File: config.mk
export PLATFORM = sky130hd
export DESIGN_NAME = alu_serial_ctrl_flat
export DESIGN_NICKNAME = d
export VERILOG_FILES = /design/src/rtl/alu_pkg.sv /design/src/rtl/alu_serial_ctrl_if.sv /design/src/rtl/alu_serial_ctrl_piso_shift.sv /design/src/rtl/alu_serial_ctrl.sv /design/src/flat_wrapper.sv
export SDC_FILE = /design/constraint.sdc
export NUM_CORES = 1
export LEC_CHECK = 0
export CORE_UTILIZATION = 40
export CTS_CLUSTER_DIAMETER = 60
export DETAILED_ROUTE_END_ITERATION = 10
export HOLD_SLACK_MARGIN = 0.05
export PLACE_DENSITY = 0.69
export SLEW_MARGIN = 10
export SYNTH_ARGS = -nofsm -noshare
export SYNTH_HDL_FRONTEND = slang
export SYNTH_SLANG_ARGS = --single-unit
File: constraint.sdc
create_clock -name clk -period 1.2 [get_ports clk]
set_input_delay 0.24 -clock clk [delete_from_list [all_inputs] [get_ports clk]]
set_output_delay 0.24 -clock clk [all_outputs]
set_load 0.03 [all_outputs]
File: src/rtl/alu_pkg.sv
// Shared types for the bit-serial ALU sequencer and its 1-bit ALU slice.
package alu_pkg;

  typedef enum logic [1:0] {
    OP_NOR = 2'b00,
    OP_XOR = 2'b01,
    OP_ADD = 2'b10,
    OP_SUB = 2'b11
  } alu_op_e;

  typedef enum logic [1:0] {
    IDLE = 2'b00,
    RUN  = 2'b01,
    DONE = 2'b10
  } ctrl_state_e;

  function automatic logic op_is_arith(input alu_op_e op);
    return (op == OP_ADD) || (op == OP_SUB);
  endfunction

endpackage

File: src/rtl/alu_serial_ctrl_if.sv
// Request/result bundle between a client and the bit-serial ALU sequencer.
interface alu_serial_if #(parameter int WIDTH = 8);
  logic             start;
  logic [1:0]       op_in;
  logic [WIDTH-1:0] a_in;
  logic [WIDTH-1:0] b_in;
  logic             busy;
  logic             done;
  logic [WIDTH-1:0] result;
  logic             cout_out;
  logic             ovf;

  modport master (
    output start, op_in, a_in, b_in,
    input  busy, done, result, cout_out, ovf
  );

  modport slave (
    input  start, op_in, a_in, b_in,
    output busy, done, result, cout_out, ovf
  );
endinterface

File: src/rtl/alu_serial_ctrl_piso_shift.sv
// Parallel-load, shift-right operand register presenting one bit per clock, LSB first.
module piso_shift #(
  parameter int WIDTH = 8
) (
  input  logic             clk,
  input  logic             rst,
  input  logic             i_load,
  input  logic             i_shift,
  input  logic [WIDTH-1:0] i_data,
  output logic             o_lsb
);

  logic [WIDTH-1:0] r_data;

  // Load wins over shift; zeros fill from the MSB.
  always_ff @(posedge clk) begin
    if (rst)          r_data <= '0;
    else if (i_load)  r_data <= i_data;
    else if (i_shift) r_data <= {1'b0, r_data[WIDTH-1:1]};
  end

  assign o_lsb = r_data[0];

endmodule

File: src/rtl/alu_serial_ctrl.sv
// Bit-serial sequencer driving one external alu1bit slice, LSB first, one bit per clock.
//
// state | meaning
// IDLE  | waiting for start; alu_* operands forced to 0
// RUN   | one operand bit per cycle through the slice, WIDTH cycles
// DONE  | one-cycle done pulse; result/cout_out/ovf already registered
module alu_serial_ctrl
  import alu_pkg::*;
#(
  parameter int WIDTH = 8
) (
  input  logic       clk,
  input  logic       rst,
  alu_serial_if.slave bus,
  output logic       alu_a,
  output logic       alu_b,
  output logic       alu_cin,
  output logic [1:0] alu_op,
  input  logic       alu_s,
  input  logic       alu_cout
);

  localparam int CNT_W = $clog2(WIDTH);

  ctrl_state_e      r_state, w_next;
  alu_op_e          r_op;
  logic [CNT_W-1:0] r_cnt;
  logic             r_carry;
  logic [WIDTH-2:0] r_res_sh;
  logic             w_accept, w_last, w_run, w_arith;
  logic             w_a_lsb, w_b_lsb;
  logic [WIDTH-1:0] w_word;

  assign w_run    = (r_state == RUN);
  assign w_accept = bus.start && !w_run;
  assign w_last   = w_run && (r_cnt == CNT_W'(WIDTH - 1));
  assign w_arith  = op_is_arith(r_op);
  // Newest bit enters at the MSB; after WIDTH shifts the word is complete.
  assign w_word   = {alu_s, r_res_sh};

  piso_shift #(.WIDTH(WIDTH)) u_a_sh (
    .clk    (clk),
    .rst    (rst),
    .i_load (w_accept),
    .i_shift(w_run),
    .i_data (bus.a_in),
    .o_lsb  (w_a_lsb)
  );

  piso_shift #(.WIDTH(WIDTH)) u_b_sh (
    .clk    (clk),
    .rst    (rst),
    .i_load (w_accept),
    .i_shift(w_run),
    .i_data (bus.b_in),
    .o_lsb  (w_b_lsb)
  );

  // State register.
  always_ff @(posedge clk) begin
    if (rst) r_state <= IDLE;
    else     r_state <= w_next;
  end

  // Next state, handshake flags and the slice operand mux.
  always_comb begin
    w_next   = r_state;
    bus.busy = 1'b0;
    bus.done = 1'b0;
    alu_a    = 1'b0;
    alu_b    = 1'b0;
    alu_cin  = 1'b0;
    alu_op   = r_op;
    case (r_state)
      IDLE: if (bus.start) w_next = RUN;
      RUN: begin
        bus.busy = 1'b1;
        alu_a    = w_a_lsb;
        alu_b    = w_b_lsb;
        alu_cin  = r_carry;
        if (w_last) w_next = DONE;
      end
      DONE: begin
        bus.done = 1'b1;
        w_next   = bus.start ? RUN : IDLE;
      end
      default: w_next = IDLE;
    endcase
  end

  // Operation register, bit counter, carry chain and result capture.
  always_ff @(posedge clk) begin
    if (rst) begin
      r_op         <= OP_NOR;
      r_cnt        <= '0;
      r_carry      <= 1'b0;
      r_res_sh     <= '0;
      bus.result   <= '0;
      bus.cout_out <= 1'b0;
      bus.ovf      <= 1'b0;
    end else if (w_accept) begin
      r_op    <= alu_op_e'(bus.op_in);
      r_cnt   <= '0;
      r_carry <= (bus.op_in == OP_SUB);
    end else if (w_run) begin
      r_res_sh <= w_word[WIDTH-1:1];
      r_cnt    <= r_cnt + 1'b1;
      r_carry  <= w_arith & alu_cout;
      if (w_last) begin
        bus.result   <= w_word;
        bus.cout_out <= w_arith & alu_cout;
        // r_carry is the carry into the MSB during the last bit.
        bus.ovf      <= w_arith & (r_carry ^ alu_cout);
      end
    end
  end

endmodule
File: src/flat_wrapper.sv
// flat-port wrapper written by rule: the top's interface ports become plain ports
module alu_serial_ctrl_flat import alu_pkg::*;
#(
  parameter int WIDTH = 8
)
  (clk, rst, alu_a, alu_b, alu_cin, alu_op, alu_s, alu_cout, bus_start, bus_op_in, bus_a_in, bus_b_in, bus_busy, bus_done, bus_result, bus_cout_out, bus_ovf);
  alu_serial_if #(.WIDTH(WIDTH)) bus_i ();
  input  logic clk;
  input  logic rst;
  output logic alu_a;
  output logic alu_b;
  output logic alu_cin;
  output logic [1:0] alu_op;
  input  logic alu_s;
  input  logic alu_cout;
  input wire logic [$bits(bus_i.start)-1:0] bus_start;
  input wire logic [$bits(bus_i.op_in)-1:0] bus_op_in;
  input wire logic [$bits(bus_i.a_in)-1:0] bus_a_in;
  input wire logic [$bits(bus_i.b_in)-1:0] bus_b_in;
  output wire logic [$bits(bus_i.busy)-1:0] bus_busy;
  output wire logic [$bits(bus_i.done)-1:0] bus_done;
  output wire logic [$bits(bus_i.result)-1:0] bus_result;
  output wire logic [$bits(bus_i.cout_out)-1:0] bus_cout_out;
  output wire logic [$bits(bus_i.ovf)-1:0] bus_ovf;
  assign bus_i.start = bus_start;
  assign bus_i.op_in = bus_op_in;
  assign bus_i.a_in = bus_a_in;
  assign bus_i.b_in = bus_b_in;
  assign bus_busy = bus_i.busy;
  assign bus_done = bus_i.done;
  assign bus_result = bus_i.result;
  assign bus_cout_out = bus_i.cout_out;
  assign bus_ovf = bus_i.ovf;
  alu_serial_ctrl #(.WIDTH(WIDTH)) u_core (.clk(clk), .rst(rst), .bus(bus_i), .alu_a(alu_a), .alu_b(alu_b), .alu_cin(alu_cin), .alu_op(alu_op), .alu_s(alu_s), .alu_cout(alu_cout));
endmodule
After elaboration in Yosys (flattened, before gate mapping)
Index checks and enable logic that the tools add are counted.

$add $sub $neg: 1. Eq/ne operators: 8. Multiplexer cells: 15. Bitwise logic cells: 4. Reductions and logical operators: 10.

Operators by type and width (count): two-way mux 8 bit (4); equality test 2 bit (second input constant) (4); two-way mux 1 bit (8); case mux 2 bit (3 select lines) (1); two-way mux 2 bit (2); AND reduction 2 bit (2); adder 3 x 1 -> 3 bit (second input constant) (1); equality test 3 bit (second input constant) (1); AND reduction 3 bit (1); AND 1 bit (2); equality test 2 x 1 -> 1 bit (second input constant) (1); logical AND 1 bit (2); zero test 2 bit (1); inequality test 2 x 1 -> 1 bit (second input constant) (1); inequality test 2 bit (second input constant) (1); nonzero test 2 bit (1); OR reduction 2 bit (1); zero test 1 bit (1); logical OR 1 bit (1); inverter 1 bit (1); bitwise XOR 1 bit (1).

Bits in registers: 41. Bits of input ports: 23. Output and inout bits: 17. Logic and storage cells: 48.

Depth between registers and ports, before layout
Word-level depth: 5. Gate-level depth with buffers: 6. Mapped depth without buffers: 5.

Modules after synthesis
Synthesis repeated with hierarchy kept, for this count alone.

Cell total of the unflattened synthesis: 188. Area total of the unflattened synthesis: 1744.2 sq um.

Modules (own cells, without submodules): alu_serial_ctrl (times used 1, cells each 118, area each 1006.0 sq um, seq. area each 500.5 sq um); piso_shift (times used 2, cells each 35, area each 369.1 sq um, seq. area each 160.2 sq um).

Worst setup path after synthesis
OpenSTA, ideal clock, no wires.

Kind: register to output. Start: register u_core.r_state[1]. End: output alu_a. Arrival: 1.104 ns. Data required time: 0.960 ns. Slack: -0.144 ns. Stages on the path, launching flop included: 6. Path buffers: 2. Cell sequence: dfxtp_1 -> nand2b_1 -> buf_6 -> clkinv_4 -> buf_6 -> and2_1.

Cells in the longest elaborated chain, start to end: 2.

Ends and longest elaborated chain: from (decl) (line alu_serial_ctrl.sv:25) `ctrl_state_e r_state, w_next;`; from (signal assigned) (line alu_serial_ctrl.sv:62) `else r_state <= w_next;`; equality test 2 x 1 -> 1 bit (line alu_serial_ctrl.sv:74) `case (r_state)`; two-way mux 1 bit (line alu_serial_ctrl.sv:74); to (decl) (line flat_wrapper.sv:10) `output logic alu_a;`.

Every way passes these cells.

Final worst setup path
Start: register u_core.r_state[1]. End: output alu_b.

Cells in the longest elaborated chain, start to end: 2.

Ends and longest elaborated chain: equality test 2 x 1 -> 1 bit (line alu_serial_ctrl.sv:74); two-way mux 1 bit (line alu_serial_ctrl.sv:74); to (decl) (line flat_wrapper.sv:11) `output logic alu_b;`.

Every way passes these cells.

==> results.md <==
* Clk_skew at 8.08 ps
* Buffers and inverters on the worst path at 2
* Setup violations, final at 15
* Seq pwr share at 51.1%
* CP Launch Type: flop
* DR WL/cell at 13.2 µm
* Via/cell ratio at 5.09
* Final instance area at 2520 µm²
* Cell Chain, Critical Path: nand2b_4, clkinv_8, and2_4, buf_6
* Final #Nets at 259
* Register area share after synthesis at 46.6%
* Final hold viol count at 0
* GRT Total Usage at 16.9%
* Via count at 1452
* H-tree Lvls at 2
* Leak Pwr at 0.00106 µW
* Largest net degree at the start of global routing at 43
* Cts hold-fix bufs at 0
* Fin crit share at 112%
* Pre-antenna DRT Iters at 4
* Root Buffer: clkbuf_8
* Initial antenna violation count at 0
* Mean post-synth cell area at 9.41 µm²
* DP Area at 2190 µm²
* Maximum capacitance violations at 0
* Status: finished with violations
* Most used DFF post-synth: dfxtp_1
* Most frequent cells in the layout: dfxtp_1, nand2_1, clkdlybuf4s50_1, buf_4
* Tmin final at 1340 ps
* Layout cells sized above 1 at 39.1%
* Row cnt at 23
* Post-Synthesis Cell Area at 1760 µm²
* Slew Limit Headroom at 83.0%
* Worst Setup End Kind: primary output
* Maximum vdd ir drop at 458 µV
* Antenna Cells at 0
* EDFF count, synth at 0
* Global-route wire length before repair at 5.80 mm
* Most common cell after layout, fill and taps aside: dfxtp_1
* Die height at 68.3 µm
* Delay-heaviest family, CP: flip-flops
* Final core occ at 61.2%
* Slew @ Worst Pin at 255 ps
* Critical Path RT at 960 ps
* RSZ-0062 raised after global routing: yes
* Clk_lat worst skew at 290 ps
* Drt total wl at 3.75 mm
* DRC viols at 0
* Synth top area cells: dfxtp_1, a211oi_2, mux2i_1
* Async S/R FF share, synth at 0%
* Post-synth net total at 212
* Internal power at 2130 µW
* I/O pin cnt at 40
* Number of synthesized register bits at 41
* Switching power at 748 µW
* Initial DRC count at 60
* Post-synth cell types at 24
* Failing checks: negative setup slack
* Worst-path fanout max at 5
* Slowest cell delay on critical path at 330 ps
* Fin. max-slew vios at 0
* Placed cell count at 273
* Sink Count at 41
* GP Congestion at 0.704
* Fillers at 349
* Clock power share at 32.7%
* Initial core utilization at 42.8%
* Area growth syn-to-layout at 43.0%
* HP Class: input port to flop
* Num CTS Buffers at 5
* F_max at 747 MHz
* Arrival time at the worst endpoint at 1100 ps
* Synth top area share at 46.6%
* Post-synthesis instance total at 187
* Non-filler cells, final at 285
* Gr ovfl total at 0
* PwrDens at 1140 nW/µm²
* Clock Tree Buf Depth at 2
* Die ar. at 4670 µm²
* Dpl hpwl at 2.29 mm
* Vias in the first global route at 1312
* Clk slew on worst S/H paths at 80 ps
* Slowest CP cell: dfxtp_2
* Cell taking the most area after synthesis: dfxtp_1
* Die W at 68.3 µm
* Total negative slack at -954 ps
* Worst Slack Setup Final at -139 ps
* Sw frac at 26.0%
* CTS tree: built
* DRT antenna net count at 0
* Setup CP Type: flop to primary output
* IO buf count at 39
* Yosys warns at 0
* Combinational share of power at 16.2%
* Placeable Area at 4120 µm²
## final cells by class
class                      count  area [µm²]  share of cell area, %
tap                           50        62.6                   2.49
clock buffer                   6        82.6                   3.28
inverter                       2        20.0                  0.795
clock inverter                 2        13.8                  0.547
sequential                    41         827                   32.9
timing repair buffer          55         548                   21.8
multi-input combinational    129         963                   38.3
## path summary, 6_finish.rpt
kind                                                         from                              endpoint  slack [ps]  depth (start not counted)
worst min-delay path                                          rst  u_core.u_b_sh.r_data[1]$_SDFFE_PP0P_         290                          2
worst min register to register  u_core.bus.result[3]$_SDFFE_PP0P_     u_core.bus.result[3]$_SDFFE_PP0P_         470                          2
worst max-delay path               u_core.r_state[1]$_SDFFE_PP0P_                                 alu_b        -140                          4
worst max register to register       u_core.r_cnt[0]$_SDFFE_PP0N_     u_core.bus.result[5]$_SDFFE_PP0P_         -60                          6
## power groups by stage
stage	clock network [µW]	logic, µW	registers, µW
after detailed placement	0	419	1490
after global routing	1030	507	1480
after floorplan	0	291	1490
after global placement	0	414	1490
final	941	467	1470
after CTS	956	448	1470
## per-stage QoR
stage / total power (µW) / hold WS [ps] / setup slack [ps]
3_5_place_dp: 1910 / 452 / -262
3_3_place_gp: 1910 / 445 / -223
6_report: 2880 / 285 / -139
2_1_floorplan: 1780 / 376 / 5.90
5_1_grt: 3010 / 279 / -194
4_1_cts: 2870 / 284 / -138
## cells by family after synthesis
family | Yosys count | share of synthesized area, %
buffers and inverters | 17 | 6.96
AND/OR/NAND/NOR | 68 | 17.1
multiplexers | 16 | 9.10
adder cells (fa/ha/maj) | 2 | 1.42
XOR/XNOR | 1 | 0.498
AO/OA/AOI/OAI | 42 | 18.3
flip-flops | 41 | 46.6
## layer usage
metal / vias up / part of all wire (%) / global-route usage (%)
met5: - / 0 / 0
met1: 683 / 46 / 20.3
met4: 0 / 0.72 / 8.59
met3: 2 / 4.3 / 3.50
met2: 37 / 49 / 28.3
li1: 730 / - / -
## state kept, by name (all words and copies together) (netlist names)
signal / count
u_core.bus.result: 8
u_core.u_a_sh.r_data: 8
u_core.u_b_sh.r_data: 8
u_core.r_res_sh: 7
u_core.r_cnt: 3
u_core.alu_op: 2
u_core.r_state: 2
u_core.bus.cout_out: 1
u_core.bus.ovf: 1
u_core.r_carry: 1
## repair_timing
item	in CTS	in global routing
setup buffers	3	0
pin swaps	10	2
gates cloned	0	1
gates resized for setup	35	13
endpoints found under the setup margin	15	36
## synth_stat cells, types with 2 or more instances
master / instances
nor3_2: 2
dfxtp_1: 41
buf_4: 3
a211oi_2: 14
nand3_1: 8
a21oi_1: 24
buf_6: 5
o21ai_0: 2
and2_1: 3
mux2i_1: 16
ha_1: 2
clkbuf_1: 3
buf_2: 4
nor2_1: 16
nand2_1: 34
nand2b_1: 2
(Power assumes the default switching activity.)
